**src/rtl/apb_pkg.sv**
```systemverilog
// ============================================================================
// apb_pkg : shared types and default widths for the APB requester
// Rev 1.0
// ============================================================================
`default_nettype none

package apb_pkg;

  localparam int c_APB_ADDR_W = 11;
  localparam int c_APB_DATA_W = 32;

  typedef enum logic [1:0] {
    IDLE   = 2'd0,
    SETUP  = 2'd1,
    ACCESS = 2'd2,
    RESP   = 2'd3
  } apb_req_state_e;

  typedef struct packed {
    logic [c_APB_ADDR_W-1:0]   addr;
    logic                      write;
    logic [c_APB_DATA_W/8-1:0] strb;
    logic [c_APB_DATA_W-1:0]   wdata;
  } apb_cmd_t;

  typedef struct packed {
    logic [c_APB_DATA_W-1:0] rdata;
    logic                    slverr;
    logic                    timeout;
  } apb_rsp_t;

endpackage

`default_nettype wire

```
**src/rtl/apb_req_watchdog.sv**
```systemverilog
// ============================================================================
// apb_req_watchdog : saturating pready wait counter; expires on the last
// permitted ACCESS cycle. TIMEOUT_CYCLES=0 disables expiry entirely.
// Rev 1.0
// ============================================================================
`default_nettype none

module apb_req_watchdog #(
  parameter int TIMEOUT_CYCLES = 256
) (
  input  logic clk,
  input  logic rst_n,
  input  logic i_clear,
  input  logic i_enable,
  output logic o_expire
);

  generate
    if (TIMEOUT_CYCLES > 0) begin : g_wd
      localparam int CNT_W = $clog2(TIMEOUT_CYCLES + 1);
      localparam logic [CNT_W-1:0] c_LIMIT = CNT_W'(TIMEOUT_CYCLES - 1);
      localparam logic [CNT_W-1:0] c_SAT   = CNT_W'(TIMEOUT_CYCLES);

      logic [CNT_W-1:0] r_count;

      always_ff @(posedge clk or negedge rst_n) begin
        if (!rst_n) begin
          r_count <= '0;
        end else if (i_clear) begin
          r_count <= '0;
        end else if (i_enable && (r_count != c_SAT)) begin
          r_count <= r_count + CNT_W'(1);
        end
      end

      assign o_expire = (r_count == c_LIMIT);
    end else begin : g_no_wd
      assign o_expire = 1'b0;
    end
  endgenerate

endmodule

`default_nettype wire

```
**src/rtl/apb_requester.sv**
```systemverilog
// ============================================================================
// apb_requester : valid/ready command port to APB4 SETUP/ACCESS transfers,
// with registered APB outputs, a held response port and a pready watchdog.
// Rev 1.0
// ============================================================================
`default_nettype none

module apb_requester
  import apb_pkg::*;
#(
  parameter int ADDR_W         = c_APB_ADDR_W,
  parameter int DATA_W         = c_APB_DATA_W,
  parameter int TIMEOUT_CYCLES = 256
) (
  input  logic                clk,
  input  logic                rst_n,
  input  logic                cmd_valid,
  output logic                cmd_ready,
  input  logic [ADDR_W-1:0]   cmd_addr,
  input  logic                cmd_write,
  input  logic [DATA_W/8-1:0] cmd_strb,
  input  logic [DATA_W-1:0]   cmd_wdata,
  output logic                rsp_valid,
  input  logic                rsp_ready,
  output logic [DATA_W-1:0]   rsp_rdata,
  output logic                rsp_slverr,
  output logic                rsp_timeout,
  output logic                busy,
  output logic [ADDR_W-1:0]   paddr,
  output logic                pwrite,
  output logic                psel,
  output logic                penable,
  output logic [DATA_W/8-1:0] pstrb,
  output logic [DATA_W-1:0]   pwdata,
  input  logic [DATA_W-1:0]   prdata,
  input  logic                pready,
  input  logic                pslverr
);

  localparam int STRB_W = DATA_W / 8;

  apb_req_state_e      r_state,      w_state_nxt;
  logic [ADDR_W-1:0]   r_paddr,      w_paddr_nxt;
  logic                r_pwrite,     w_pwrite_nxt;
  logic                r_psel,       w_psel_nxt;
  logic                r_penable,    w_penable_nxt;
  logic [STRB_W-1:0]   r_pstrb,      w_pstrb_nxt;
  logic [DATA_W-1:0]   r_pwdata,     w_pwdata_nxt;
  logic                r_rsp_valid,  w_rsp_valid_nxt;
  logic [DATA_W-1:0]   r_rsp_rdata,  w_rsp_rdata_nxt;
  logic                r_rsp_slverr, w_rsp_slverr_nxt;
  logic                r_rsp_tmo,    w_rsp_tmo_nxt;

  logic w_wd_clear;
  logic w_wd_enable;
  logic w_wd_expire;

  apb_req_watchdog #(
    .TIMEOUT_CYCLES (TIMEOUT_CYCLES)
  ) u_watchdog (
    .clk      (clk),
    .rst_n    (rst_n),
    .i_clear  (w_wd_clear),
    .i_enable (w_wd_enable),
    .o_expire (w_wd_expire)
  );

  always_comb begin
    w_state_nxt      = r_state;
    w_paddr_nxt      = r_paddr;
    w_pwrite_nxt     = r_pwrite;
    w_psel_nxt       = r_psel;
    w_penable_nxt    = r_penable;
    w_pstrb_nxt      = r_pstrb;
    w_pwdata_nxt     = r_pwdata;
    w_rsp_valid_nxt  = r_rsp_valid;
    w_rsp_rdata_nxt  = r_rsp_rdata;
    w_rsp_slverr_nxt = r_rsp_slverr;
    w_rsp_tmo_nxt    = r_rsp_tmo;
    w_wd_clear       = 1'b0;
    w_wd_enable      = 1'b0;

    case (r_state)
      IDLE: begin
        if (cmd_valid) begin
          w_paddr_nxt   = cmd_addr;
          w_pwrite_nxt  = cmd_write;
          w_pwdata_nxt  = cmd_wdata;
          w_pstrb_nxt   = cmd_write ? cmd_strb : '0;
          w_psel_nxt    = 1'b1;
          w_penable_nxt = 1'b0;
          w_state_nxt   = SETUP;
        end
      end

      SETUP: begin
        w_penable_nxt = 1'b1;
        w_wd_clear    = 1'b1;
        w_state_nxt   = ACCESS;
      end

      ACCESS: begin
        if (pready) begin
          w_rsp_rdata_nxt  = r_pwrite ? '0 : prdata;
          w_rsp_slverr_nxt = pslverr;
          w_rsp_tmo_nxt    = 1'b0;
          w_psel_nxt       = 1'b0;
          w_penable_nxt    = 1'b0;
          w_rsp_valid_nxt  = 1'b1;
          w_state_nxt      = RESP;
        end else begin
          w_wd_enable = 1'b1;
          // Expiry is sampled on the current count, so the abort lands on
          // the last permitted ACCESS cycle rather than one later.
          if (w_wd_expire) begin
            w_psel_nxt       = 1'b0;
            w_penable_nxt    = 1'b0;
            w_rsp_slverr_nxt = 1'b1;
            w_rsp_tmo_nxt    = 1'b1;
            w_rsp_rdata_nxt  = '0;
            w_rsp_valid_nxt  = 1'b1;
            w_state_nxt      = RESP;
          end
        end
      end

      RESP: begin
        if (rsp_ready) begin
          w_rsp_valid_nxt = 1'b0;
          w_state_nxt     = IDLE;
        end
      end

      default: begin
        w_state_nxt = IDLE;
      end
    endcase
  end

  always_ff @(posedge clk or negedge rst_n) begin
    if (!rst_n) begin
      r_state      <= IDLE;
      r_paddr      <= '0;
      r_pwrite     <= 1'b0;
      r_psel       <= 1'b0;
      r_penable    <= 1'b0;
      r_pstrb      <= '0;
      r_pwdata     <= '0;
      r_rsp_valid  <= 1'b0;
      r_rsp_rdata  <= '0;
      r_rsp_slverr <= 1'b0;
      r_rsp_tmo    <= 1'b0;
    end else begin
      r_state      <= w_state_nxt;
      r_paddr      <= w_paddr_nxt;
      r_pwrite     <= w_pwrite_nxt;
      r_psel       <= w_psel_nxt;
      r_penable    <= w_penable_nxt;
      r_pstrb      <= w_pstrb_nxt;
      r_pwdata     <= w_pwdata_nxt;
      r_rsp_valid  <= w_rsp_valid_nxt;
      r_rsp_rdata  <= w_rsp_rdata_nxt;
      r_rsp_slverr <= w_rsp_slverr_nxt;
      r_rsp_tmo    <= w_rsp_tmo_nxt;
    end
  end

  assign cmd_ready   = (r_state == IDLE);
  assign busy        = (r_state != IDLE);
  assign paddr       = r_paddr;
  assign pwrite      = r_pwrite;
  assign psel        = r_psel;
  assign penable     = r_penable;
  assign pstrb       = r_pstrb;
  assign pwdata      = r_pwdata;
  assign rsp_valid   = r_rsp_valid;
  assign rsp_rdata   = r_rsp_rdata;
  assign rsp_slverr  = r_rsp_slverr;
  assign rsp_timeout = r_rsp_tmo;

endmodule

`default_nettype wire

```
**config.mk**
```make
export PLATFORM = sky130hd
export DESIGN_NAME = apb_requester
export DESIGN_NICKNAME = d
export VERILOG_FILES = /design/src/rtl/apb_pkg.sv /design/src/rtl/apb_req_watchdog.sv /design/src/rtl/apb_requester.sv
export SDC_FILE = /design/constraint.sdc
export NUM_CORES = 1
export LEC_CHECK = 0
export BUFFER_PORTS_ARGS = -buffer_cell sky130_fd_sc_hd__buf_2
export CAP_MARGIN = 5
export CORE_ASPECT_RATIO = 0.9
export CORE_MARGIN = 1
export CORE_UTILIZATION = 30
export DETAILED_ROUTE_END_ITERATION = 8
export GPL_TIMING_DRIVEN = 1
export PLACE_DENSITY = 0.61
export SLEW_MARGIN = 30
export SYNTH_ARGS = -nofsm -noshare
export SYNTH_HDL_FRONTEND = slang
export SYNTH_SLANG_ARGS = --single-unit
```
**constraint.sdc**
```tcl
create_clock -name clk -period 1.6 [get_ports clk]
set_input_delay 0.24 -clock clk [delete_from_list [all_inputs] [get_ports clk]]
set_output_delay 0.24 -clock clk [all_outputs]
set_load 0.01 [all_outputs]
```
==> results of run 1 <==
## cells in the mapped netlist (all sizes together), types with 2 or more instances
library cell / count
nand2: 81
a21oi: 8
dfrtp: 96
nor3: 2
o21ai: 45
nand3: 3
nor2b: 4
or3: 3
clkbuf: 7
buf: 12
nand2b: 3
inv: 8
ha: 8
o31ai: 2
or4: 2
nor2: 4
mux2: 47
## worst min-delay path: cells and delay by family
kind	cells	cell delay, ns
buffers and inverters	1	0.10
AO/OA/AOI/OAI	1	0.05
AND/OR/NAND/NOR	1	0.04
## sequential cells by signal (all words and copies together), names as in the netlist
name / count
rsp_rdata: 32
r_state: 2
rsp_slverr: 1
rsp_timeout: 1
psel: 1
pstrb: 4
rsp_valid: 1
pwdata: 32
u_watchdog.g_wd.r_count: 9
penable: 1
paddr: 11
pwrite: 1
## area by class of cell
cell class              instances  area (um2)
fillers                      1192        6870
flip-flops and latches         96        2402
multi-input cells             223        1602
repair buffers                208        1305
clock buffers                  11       242.7
well taps                     164       205.2
clock inverters                 5       127.6
inverters                       8       30.03
## worst min-delay path by stage
stage                            endpoint  cells past startpoint
2_1_floorplan                    paddr[0]                      0
3_3_place_gp   u_watchdog.g_wd.r_count[7]                      1
3_5_place_dp   u_watchdog.g_wd.r_count[7]                      1
4_1_cts                        pwdata[19]                      2
5_1_grt                          paddr[1]                      2
6_report                    rsp_rdata[25]                      3
## cells by family after synthesis
group	after synthesis	share of synthesized area, %
AOI/OAI and AO/OA	59	7.989
buffers and inverters	27	3.252
adders and majority gates	8	2.526
DFF	96	60.63
and+or+nand+nor	108	12.00
muxes	48	13.61
## repair_timing
action	in CTS	in global routing
setup endpoints to repair	47	47
cloned	0	7
resized for setup	9	45
hold buffers	1	0
hold endpoints to repair	20	0
setup buffers	3	5
pin swaps	5	12
## routing by layer
layer	GRT usage (%)	share of wire, %	up-vias	wire length (um)
li1	-	-	1566	-
met1	16.71	43	1561	4260
met2	23.84	49	113	4860
met3	5.401	6.9	10	682
met4	4.418	1.3	0	129
met5	0	0	-	0
## per-stage QoR
| stage | total power, mW | hold WS [ns] | util (%) | setup WS (ns) |
|---|---|---|---|---|
| detailed placement | 8.372 | 0.1655 | 40.57 | -0.07732 |
| finish | 11.55 | 0.1181 | 46.26 | -0.01066 |
| CTS | 11.14 | 0.1101 | 44.08 | -0.03942 |
| global route | 12.37 | 0.1098 | 46.26 | -0.09173 |
| global placement | 8.228 | 0.1623 | 40.57 | -0.07531 |
| floorplan | 6.500 | -0.05559 | - | -0.01713 |
## power by group
| part | total [mW] | switching, mW | internal [mW] |
|---|---|---|---|
| sequential | 4.16 | 0.595 | 3.57 |
| combinational | 4.77 | 2.33 | 2.44 |
| clock | 2.63 | 0.899 | 1.73 |
| total | 11.6 | 3.82 | 7.73 |
==> out/metrics.sh, run 1 <==
SYNTH.FF_LATCH_COUNT=96
ROUTED_WIRELENGTH_UM=9931
TRITONCTS_NUM_SINKS=96
STATUS='finished, violations left'
SYNTH_EDF_COUNT=0
TIMING.FMAX_MHz=620.9
TIMING.CRITICAL_PATH.BUF_INV=2
REMAINING_DRC_ERRORS=0
ROUTED_VIA_DENSITY=4.545
VIOLATIONS='setup timing'
CHIPWIDTH_UM=123.1
WORST_SKEW_PAIR.LATE_LATENCY_NS=0.35
CRITICAL_PATH_CLASS='flop to flop'
GRT_PASS1_WL_UM=15150
COMMONEST_NON_FILL_NON_TAP_CELL_IN_THE_LAYOUT='sky130_fd_sc_hd__buf_2'
DP_HPWL_UM=6696
IR_WORST_VDD_mV=0.9368
SYNTH.LARGEST_AREA_CELL='sky130_fd_sc_hd__dfrtp_1'
INITIAL_CORE_UTIL_PCT=30.99
SLOWEST_STAGE='sky130_fd_sc_hd__dfrtp_1'
NUMBER_OF_ANTENNA_VIOLATIONS_AT_THE_FIRST_CHECK_IN_GLOBAL_ROUTING=0
WORST_HOLD_PATH_TYPE='input pin to flop'
CTS_HTREE_LEVELS=3
TOTAL_CORE_AREA_UM2=12780
TIMING.FINAL.CRIT_SHARE_PCT=100.7
GRTUSAGETOTAL_PCT=14.26
POST_PLACE_INSTANCE_AREA_UM2=5186
GRT_MAX_DEGREE=69
WORST_R2R_ENDPOINT='rsp_rdata[23]'
TIMING.REG2REG.WORST_PATH_DEPTH=9
GRT_SETUP_UNREPAIRED='true'
NUMPORTBUFFERS=172
CLOCK_PATH_BUFFERS=2
CLOCKROOTBUFFER='sky130_fd_sc_hd__clkbuf_16'
CRITPATHMAXFANOUT=9
CP.ARRIVAL_NS=1.88
NETLIST_TOP_CELLS_AREA='sky130_fd_sc_hd__dfrtp_1, sky130_fd_sc_hd__mux2_2, sky130_fd_sc_hd__nand2_1'
END_POINT_OF_THE_CRITICAL_PATH='rsp_rdata[23]'
LAYOUT.CELLS.MOST_COMMON_LIST='sky130_fd_sc_hd__buf_2, sky130_fd_sc_hd__dfrtp_1, sky130_fd_sc_hd__nand2_1'
DIEAREA_UM2=13670
CRITICAL_PATH_DEPTH=9
LEAKAGE_nW=2.921
CTS_TREE='built'
WORSTMARGINPINSLEW_NS=0.4991
CP-START-KIND='flop'
CLK_PIN_SLEW_NS=0.06
SYNTHARSTFLOPSHARE_PCT=100.0
GP_CONGESTION=0.7936
FIRST_GLOBAL_VIAS=3264
TIMING.MAX_CAP.VIOLATIONS=0
IO_PINS=173
ANTENNA_LEFT=0
DR.FIRST_ITER.DRC_COUNT=111
STDCELL_AREA_UM2=5914
CRITICAL_PATH.MAX_STAGE_DELAY_NS=0.38
TIMING.FINAL.WS_SETUP_NS=-0.01066
SYNTH.TOP_CELL.AREA_SHARE_PCT=60.63
SYN_INST=346
DIE_HEIGHT_UM=111.0
SETUP.WORST_PATH.START='u_watchdog.g_wd.r_count[1]'
TIMING.CLOCK.SKEW_NS=0.006933
REPORT.FINAL.SETUP_VIOL=11
WORST_R2R_STARTPOINT='u_watchdog.g_wd.r_count[1]'
TOTAL_STANDARD_CELL_AREA_AFTER_SYNTHESIS_UM2=3963
MIN_PERIOD_NS=1.611
DESIGN.FINAL.NETS=640
SYNTHESIS.YOSYS.WARNINGS=0
SYNTHESIS.NETS=440
TOTAL_GRT_OVERFLOW=0
NUMBER_OF_BUFFERS_ADDED_BY_THE_CLOCK_TREE_SYNTHESIS_STEP=9
CRITICAL_PATH.ENDPOINT_TYPE='flop'
SLEW_HEADROOM_PCT=66.73
NUM_ANTENNA_CELLS=0
CORE.ROWCOUNT=39
DRIVE_GT1_SHARE_PCT=54.63
SYNTH_AREA_PER_CELL_UM2=11.45
DRT_PRE_ANTENNA_ITERS=4
CRIT_PATH_CELLS='ha_2 -> nand3_2 -> nor2_4 -> ha_4 -> o21ai_4 -> buf_12 -> clkbuf_16 -> nand2_2 -> o21ai_1'
FINALMAXSLEWVIOLATIONS=0
WORST_HOLD_STARTPOINT='prdata[25]'
CRITPATHREQUIREDTIME_NS=1.87
VIAS=3250
FINAL.SETUP.TNS_NS=-0.05542
POSTSYNTH.TOPFLOPCELL='sky130_fd_sc_hd__dfrtp_1'
SYNTH.DISTINCT_CELLS=31
SYNTH-SEQ-AREA-SHARE_PCT=60.63
DETAIL_ROUTE.WL_PER_CELL_UM=13.89
FINAL_CELL_COUNT_NO_FILL=715
POST-PLACE-CELLS=684
TIMING.REG2REG.SETUP_SLACK_NS=-0.01
WORST_PATH_DOMINANT_CELL_FAMILY='flip-flops'
HOLD_VIOL_FINAL=0
CELLPOWERDENSITY_nW_PER_UM2=1954
AREA_GROWTH_SYN_TO_LAYOUT_PCT=49.26
(Power assumes the default switching activity.)
==> inputs of run 2 (changes only) <==
==> constraint.sdc (replaced) <==
create_clock -name clk -period 1.6 [get_ports clk]
set_input_delay 0.08 -clock clk [delete_from_list [all_inputs] [get_ports clk]]
set_output_delay 0.08 -clock clk [all_outputs]
set_load 0.01 [all_outputs]
==> run 2 against run 1 <==
Compared with the run above: the run still ends with setup timing left; power down 0.64%; die area unchanged; clock skew up 0.0026 ns; non-clock buffer count up 81; highest routed layer unchanged; design area up 13%; sequential power up 1%; via count up 11%; cell count up 11%; register-to-register slack worse by 0.06 ns; global-route usage up 2.9 points; critical path type unchanged; sequential cell count unchanged; count of clock-buffer cells in the layout down 2.
==> out/metrics.sh, run 2 (same netlist as run 1, synthesis figures left out) <==
DR.FIRST_ITER.DRC_COUNT=142  # +28%
TOTAL_CORE_AREA_UM2=12780  # unchanged
INITIAL_CORE_UTIL_PCT=30.99  # unchanged
DIE_HEIGHT_UM=111.0  # unchanged
SLEW_HEADROOM_PCT=75.12  # +8.4 points
CLOCK_PATH_BUFFERS=2  # unchanged
AREA_GROWTH_SYN_TO_LAYOUT_PCT=68.30
FINALMAXSLEWVIOLATIONS=0  # unchanged
REMAINING_DRC_ERRORS=0  # unchanged
CP-START-KIND='flop'
CP.ARRIVAL_NS=1.90  # +0.02 ns
GRT_MAX_DEGREE=43  # -38%
REPORT.FINAL.SETUP_VIOL=63  # +52
DP_HPWL_UM=6650  # -0.70%
GRT_SETUP_UNREPAIRED='true'
CLOCKROOTBUFFER='sky130_fd_sc_hd__clkbuf_16'
WORST_SKEW_PAIR.LATE_LATENCY_NS=0.35  # about the same
VIOLATIONS='setup timing'
TIMING.CLOCK.SKEW_NS=0.009514  # +0.002581 ns
CTS_TREE='built'
DRT_PRE_ANTENNA_ITERS=4  # unchanged
TIMING.FMAX_MHz=598.4  # -3.6%
ANTENNA_LEFT=0  # unchanged
FINAL.SETUP.TNS_NS=-1.899  # -1.843 ns
DIEAREA_UM2=13670  # unchanged
LAYOUT.CELLS.MOST_COMMON_LIST='sky130_fd_sc_hd__buf_2, sky130_fd_sc_hd__dfrtp_1, sky130_fd_sc_hd__dlygate4sd3_1'
CRITPATHMAXFANOUT=3  # -6
NUM_ANTENNA_CELLS=0  # unchanged
COMMONEST_NON_FILL_NON_TAP_CELL_IN_THE_LAYOUT='sky130_fd_sc_hd__buf_2'
CRITICAL_PATH_CLASS='flop to flop'
STDCELL_AREA_UM2=6669  # +13%
TRITONCTS_NUM_SINKS=96  # unchanged
WORSTMARGINPINSLEW_NS=0.3701  # -0.1290 ns
NUMBER_OF_BUFFERS_ADDED_BY_THE_CLOCK_TREE_SYNTHESIS_STEP=9  # unchanged
MIN_PERIOD_NS=1.671  # +0.06058 ns
CLK_PIN_SLEW_NS=0.06  # about the same
GRTUSAGETOTAL_PCT=17.15  # +2.9 points
WORST_HOLD_PATH_TYPE='input pin to flop'
STATUS='finished, violations left'
IO_PINS=173  # unchanged
DESIGN.FINAL.NETS=721  # +13%
POST_PLACE_INSTANCE_AREA_UM2=5169  # -0.34%
IR_WORST_VDD_mV=1.141  # +22%
CHIPWIDTH_UM=123.1  # unchanged
FINAL.HOLD.WORST_SLACK_NS=0.02068  # -0.09743 ns
DRIVE_GT1_SHARE_PCT=47.38  # -7.3 points
HOLD_VIOL_FINAL=0  # unchanged
CORE.ROWCOUNT=39  # unchanged
DETAIL_ROUTE.WL_PER_CELL_UM=14.63  # +5.3%
VIAS=3618  # +11%
FIRST_GLOBAL_VIAS=3727  # +14%
ROUTED_VIA_DENSITY=4.562  # +0.37%
TIMING.FINAL.CRIT_SHARE_PCT=104.5  # +3.8 points
TIMING.MAX_CAP.VIOLATIONS=0  # unchanged
TOTAL_GRT_OVERFLOW=0  # unchanged
CRITPATHREQUIREDTIME_NS=1.83  # -0.04 ns
GRT_PASS1_WL_UM=17930  # +18%
NUMPORTBUFFERS=172  # unchanged
FINAL_CELL_COUNT_NO_FILL=793  # +11%
CTS_HTREE_LEVELS=3  # unchanged
LEAKAGE_nW=3.252  # +11%
ROUTED_WIRELENGTH_UM=11600  # +17%
TIMING.FINAL.WS_SETUP_NS=-0.07123  # -0.06058 ns
NUMBER_OF_ANTENNA_VIOLATIONS_AT_THE_FIRST_CHECK_IN_GLOBAL_ROUTING=0  # unchanged
GP_CONGESTION=0.7547  # -4.9%
POST-PLACE-CELLS=685  # +0.15%
CRITICAL_PATH.ENDPOINT_TYPE='flop'
CELLPOWERDENSITY_nW_PER_UM2=1721  # -12%
PRE_CTS_WS_NS=-0.08728  # -0.009960 ns
run 2: cell types whose count changed in the layout (fill, tap and decap cells not counted), moves of 3 or more:
| cell | previous run | this run |
|---|---|---|
| sky130_fd_sc_hd__nand2_2 | 8 | 5 |
| sky130_fd_sc_hd__o21ai_0 | 25 | 19 |
| sky130_fd_sc_hd__buf_16 | 0 | 4 |
| sky130_fd_sc_hd__nand2_4 | 1 | 4 |
| sky130_fd_sc_hd__o21ai_2 | 3 | 6 |
| sky130_fd_sc_hd__o21ai_1 | 16 | 19 |
| sky130_fd_sc_hd__buf_12 | 7 | 4 |
| sky130_fd_sc_hd__dlygate4sd3_1 | 1 | 81 |
run 2: layer usage:
metal / wire [um] / track usage (%) / up-vias / part of all wire, %
met5: 0 / 0 / - / 0
met4: 374 / 8.594 / 0 / 3.2
met3: 631 / 4.321 / 32 / 5.4
met2: 5820 / 29.27 / 127 / 50
met1: 4773 / 19.60 / 1724 / 41
li1: - / - / 1735 / -
run 2: critical path, stage by stage (launching register included):
cell                      delay [ns]
sky130_fd_sc_hd__dfrtp_1        0.36
sky130_fd_sc_hd__ha_2           0.19
sky130_fd_sc_hd__nand3_2        0.06
sky130_fd_sc_hd__nor2_1         0.10
sky130_fd_sc_hd__ha_2           0.26
sky130_fd_sc_hd__nor3b_4        0.07
sky130_fd_sc_hd__nor3_2         0.20
sky130_fd_sc_hd__mux2_4         0.32
run 2: repair_timing:
action                                  4_1_cts  5_1_grt
buffers inserted                              4        3
pin swaps                                     3        4
resized for setup                            11       53
hold buffers                                 81        0
endpoints found under the setup margin       36       89
cloned                                        4        4
endpoints found under the hold margin       176        0
run 2: stage by stage:
step	power, mW	util (%)
floorplan	6.500	-
global placement	8.208	40.43
detailed placement	8.343	40.43
CTS	11.07	50.31
global route	12.23	52.16
finish	11.48	52.16
run 2: worst paths after layout:
check	to	startpoint	slack (ns)	cells after the start
setup / recovery	penable	u_watchdog.g_wd.r_count[0]	-0.07	7
hold / removal	pstrb[3]	cmd_write	0.02	3
setup reg to reg	penable	u_watchdog.g_wd.r_count[0]	-0.07	7
hold reg to reg	rsp_rdata[19]	rsp_rdata[19]	0.48	2
max in group asynchronous	pwdata[9]	rst_n	0.87	3
min in group asynchronous	u_watchdog.g_wd.r_count[2]	rst_n	0.16	2
run 2: cell type report:
class,count,area [um2]
Timing Repair Buffer,289,2145
Sequential cell,96,2402
Clock inverter,4,72.57
Tap cell,164,205.2
Clock buffer,9,225.2
Multi-Input combinational cell,223,1589
Inverter,8,30.03
Fill cell,1112,6116
run 2: report_power, final:
group	switching (mW)	internal (mW)
Combinational	2.45	2.61
Clock	0.878	1.34
Sequential	0.631	3.57
Total	3.96	7.52
==> inputs of run 3 (changes only) <==
- CELL_PAD_IN_SITES_DETAIL_PLACEMENT: unset -> 2
- CELL_PAD_IN_SITES_GLOBAL_PLACEMENT: unset -> 2
- CORE_UTILIZATION: 30 -> 26
- PLACE_DENSITY: 0.61 -> 0.81
- REMOVE_ABC_BUFFERS: unset -> 1
==> run 3 against run 2 <==
Compared with the run above: combinational power up 26%; hold slack worse by 0.0011 ns; maximum frequency down 7.8%; critical path depth up 3; the flow still finishes with violations (setup timing); clock skew up 0.0026 ns; sequential cell count unchanged; global-route usage up 4.4 points; worst setup slack worse by 0.14 ns; critical path type unchanged; critical endpoint is now rsp_rdata[28].
==> out/metrics.sh, run 3 (same netlist as run 1, synthesis figures left out) <==
STATUS='finished, violations left'
VIOLATIONS='setup timing'
CP.ARRIVAL_NS=2.08  # +0.18 ns
POWER_FRAC_SEQ_PCT=33.9  # -2.7 points
WORST_R2R_ENDPOINT='rsp_rdata[28]'
LEAKAGE_nW=3.461  # +6.4%
DP_HPWL_UM=8959  # +35%
FINALMAXSLEWVIOLATIONS=0  # unchanged
AREA_GROWTH_SYN_TO_LAYOUT_PCT=81.88
LAYOUT.AREA.SEQ_UM2=2402  # unchanged
NUM_ANTENNA_CELLS=0  # unchanged
VIAS=3908  # +8.0%
DRIVE_GT1_SHARE_PCT=56.14  # +8.8 points
IO_PINS=173  # unchanged
CTS_TREE='built'
NETSWITCHINGFRACTION_PCT=38.54  # +4.0 points
IR_WORST_VDD_mV=0.7190  # -37%
TIMING.FINAL.CRIT_SHARE_PCT=113.3  # +8.8 points
CORE.ROWCOUNT=42  # +7.7%
GRT_MAX_DEGREE=43  # unchanged
WORST_SKEW_PAIR.LATE_LATENCY_NS=0.35  # about the same
GRT_PASS1_WL_UM=25810  # +44%
NUMBER_OF_ANTENNA_VIOLATIONS_AT_THE_FIRST_CHECK_IN_GLOBAL_ROUTING=0  # unchanged
DIEAREA_UM2=15740  # +15%
DRT_PRE_ANTENNA_ITERS=4  # unchanged
FRACTION_OF_POWER_CONSUMED_BY_THE_CLOCK_NETWORK_PCT=17.1  # -2.2 points
FINAL_CELL_COUNT_NO_FILL=841  # +6.1%
TIMING.FMAX_MHz=551.7  # -7.8%
DETAIL_ROUTE.WL_PER_CELL_UM=21.00  # +44%
TIMING.CRITICAL_PATH.BUF_INV=3  # +3
CLOCK_PATH_BUFFERS=2  # unchanged
SLEW_HEADROOM_PCT=62.29  # -13 points
TIMING.FINAL.WS_SETUP_NS=-0.2125  # -0.1412 ns
INTERNAL_POWER_mW=8.049  # +7.1%
CRITICAL_PATH_DEPTH=10  # +3
REPORT.FINAL.SETUP_VIOL=41  # -35%
FINAL.SETUP.TNS_NS=-6.264  # -4.365 ns
CRITICAL_PATH.MAX_STAGE_DELAY_NS=0.40  # +0.04 ns
DESIGN.FINAL.NETS=733  # +1.7%
CTS_HTREE_LEVELS=3  # unchanged
END_POINT_OF_THE_CRITICAL_PATH='rsp_rdata[28]'
MULTIINPUTGATEAREA_UM2=1863  # +17%
WORST_R2R_STARTPOINT='u_watchdog.g_wd.r_count[0]'
SLOWEST_STAGE='sky130_fd_sc_hd__dfrtp_1'
POST-PLACE-CELLS=721  # +5.3%
CHIPWIDTH_UM=132.1  # +7.3%
POWER_SWITCHING_mW=5.048  # +27%
CRIT_PATH_CELLS='ha_2 -> nand3_2 -> nor2_2 -> ha_2 -> buf_6 -> o21ai_4 -> buf_6 -> buf_12 -> nand2_1 -> o21ai_1'
CRITPATHMAXFANOUT=5  # +2
CRITPATHREQUIREDTIME_NS=1.87  # +0.04 ns
DR.FIRST_ITER.DRC_COUNT=102  # -28%
FILLERINSTANCES=1502  # +35%
HOLD_VIOL_FINAL=0  # unchanged
COMMONEST_NON_FILL_NON_TAP_CELL_IN_THE_LAYOUT='sky130_fd_sc_hd__buf_2'
CELLPOWERDENSITY_nW_PER_UM2=1817  # +5.6%
ANTENNA_LEFT=0  # unchanged
HOLD_PATH_DEPTH=3  # unchanged
GRT_SETUP_UNREPAIRED='true'
ROUTED_VIA_DENSITY=4.647  # +1.9%
TIMING.REG2REG.WORST_PATH_DEPTH=10  # +3
NUMBER_OF_BUFFERS_ADDED_BY_THE_CLOCK_TREE_SYNTHESIS_STEP=9  # unchanged
CP-START-KIND='flop'
MIN_PERIOD_NS=1.812  # +0.1412 ns
SETUP.WORST_PATH.START='u_watchdog.g_wd.r_count[0]'
CLOCKROOTBUFFER='sky130_fd_sc_hd__clkbuf_16'
DIE_HEIGHT_UM=119.1  # +7.3%
GP_CONGESTION=0.7595  # +0.64%
GRTUSAGETOTAL_PCT=21.58  # +4.4 points
TIMING.CLOCK.SKEW_NS=0.01208  # +0.002570 ns
WORSTMARGINPINSLEW_NS=0.5656  # +0.1955 ns
INITIAL_CORE_UTIL_PCT=26.74  # -4.3 points
WORST_PATH_DOMINANT_CELL_FAMILY='buffers and inverters'
TIMING.MAX_CAP.VIOLATIONS=0  # unchanged
NUMPORTBUFFERS=172  # unchanged
ROUTED_WIRELENGTH_UM=17660  # +52%
FIRST_GLOBAL_VIAS=4574  # +23%
CLK_PIN_SLEW_NS=0.07  # about the same
WORST_HOLD_PATH_TYPE='input pin to flop'
CRITICAL_PATH.ENDPOINT_TYPE='flop'
LAYOUT.CELLS.MOST_COMMON_LIST='sky130_fd_sc_hd__buf_2, sky130_fd_sc_hd__dfrtp_1, sky130_fd_sc_hd__dlygate4sd3_1'
TOTAL_CORE_AREA_UM2=14820  # +16%
TOTAL_GRT_OVERFLOW=0  # unchanged
TRITONCTS_NUM_SINKS=96  # unchanged
PWR-SHARE-COMB_PCT=49.0  # +4.9 points
CRITICAL_PATH_CLASS='flop to flop'
TIMING.REG2REG.SETUP_SLACK_NS=-0.21  # -0.14 ns
REMAINING_DRC_ERRORS=0  # unchanged
## run 3: cell types whose count changed in the layout (fill, tap and decap cells not counted), moves of 3 or more
cell / previous run / this run
sky130_fd_sc_hd__buf_16: 4 / 7
sky130_fd_sc_hd__nand2_1: 72 / 50
sky130_fd_sc_hd__buf_6: 0 / 6
sky130_fd_sc_hd__nand2_4: 4 / 24
sky130_fd_sc_hd__o21ai_0: 19 / 7
sky130_fd_sc_hd__o21ai_2: 6 / 24
sky130_fd_sc_hd__o21ai_1: 19 / 12
## run 3: power by group through the flow
stage	logic, mW	registers, mW	clock network (mW)
finish	6.41	4.44	2.24
global route	6.84	4.57	2.38
CTS	5.52	4.24	2.31
detailed placement	4.43	4.23	0
global placement	4.16	4.12	0
floorplan	1.70	4.68	0
## run 3: timing repair
action / 4_1_cts / 5_1_grt
setup buffers: 10 / 6
endpoints found under the hold margin: 116 / 1
cloned: 8 / 5
hold buffers: 79 / 1
gates resized for setup: 67 / 98
setup endpoints to repair: 70 / 60
pin swaps: 11 / 38
## run 3: worst min-delay path by stage
stage / startpoint / endpoint / slack (ns)
CTS: prdata[1] / rsp_rdata[1] / 0.0003
global placement: rst_n / rsp_valid / 0.11
floorplan: rst_n / paddr[0] / -0.22
global route: cmd_strb[3] / pstrb[3] / 0.03
detailed placement: rst_n / rsp_valid / 0.11
finish: cmd_strb[3] / pstrb[3] / 0.02
## run 3: final cells by class
type	count	area share [%]
clock buffers	11	3.507
clock inverters	4	0.7118
inverters	8	0.4514
multi-input cells	223	25.85
flip-flops and latches	96	33.33
well taps	198	3.438
repair buffers	301	32.71
## run 3: worst reg2reg max path, stage by stage (launching register included)
cell and delay [ns]:
sky130_fd_sc_hd__dfrtp_1 0.40, sky130_fd_sc_hd__ha_2 0.21, sky130_fd_sc_hd__nand3_2 0.07, sky130_fd_sc_hd__nor2_2 0.04
sky130_fd_sc_hd__ha_2 0.20, sky130_fd_sc_hd__buf_6 0.12, sky130_fd_sc_hd__o21ai_4 0.19, sky130_fd_sc_hd__buf_6 0.20
sky130_fd_sc_hd__buf_12 0.15, sky130_fd_sc_hd__nand2_1 0.08, sky130_fd_sc_hd__o21ai_1 0.08
## run 3: metal layers
layer  vias to the layer above  track usage (%)  part of all wire (%)  wire length [um]
li1                       1773                -                     -                 -
met1                      1982            22.77                    37              6523
met2                       122            42.06                    56              9909
met3                        31            4.896                   4.6               813
met4                         0            6.686                   2.3               413
met5                         -                0                     0                 0
## run 3: per-stage QoR
stage                     util, %  cell area [um2]  worst slack, ns  hold WS, ns  power [mW]
after floorplan                 -             3864           -1.739      -0.2156       6.383
after global placement      35.23             5221          -0.1213       0.1073       8.288
after detailed placement    35.23             5221          -0.2759       0.1075       8.655
after CTS                   45.85             6795          -0.1932    0.0002887       12.07
after global routing        48.63             7207          -0.2934      0.03452       13.79
final                       48.63             7207          -0.2125      0.01961       13.10
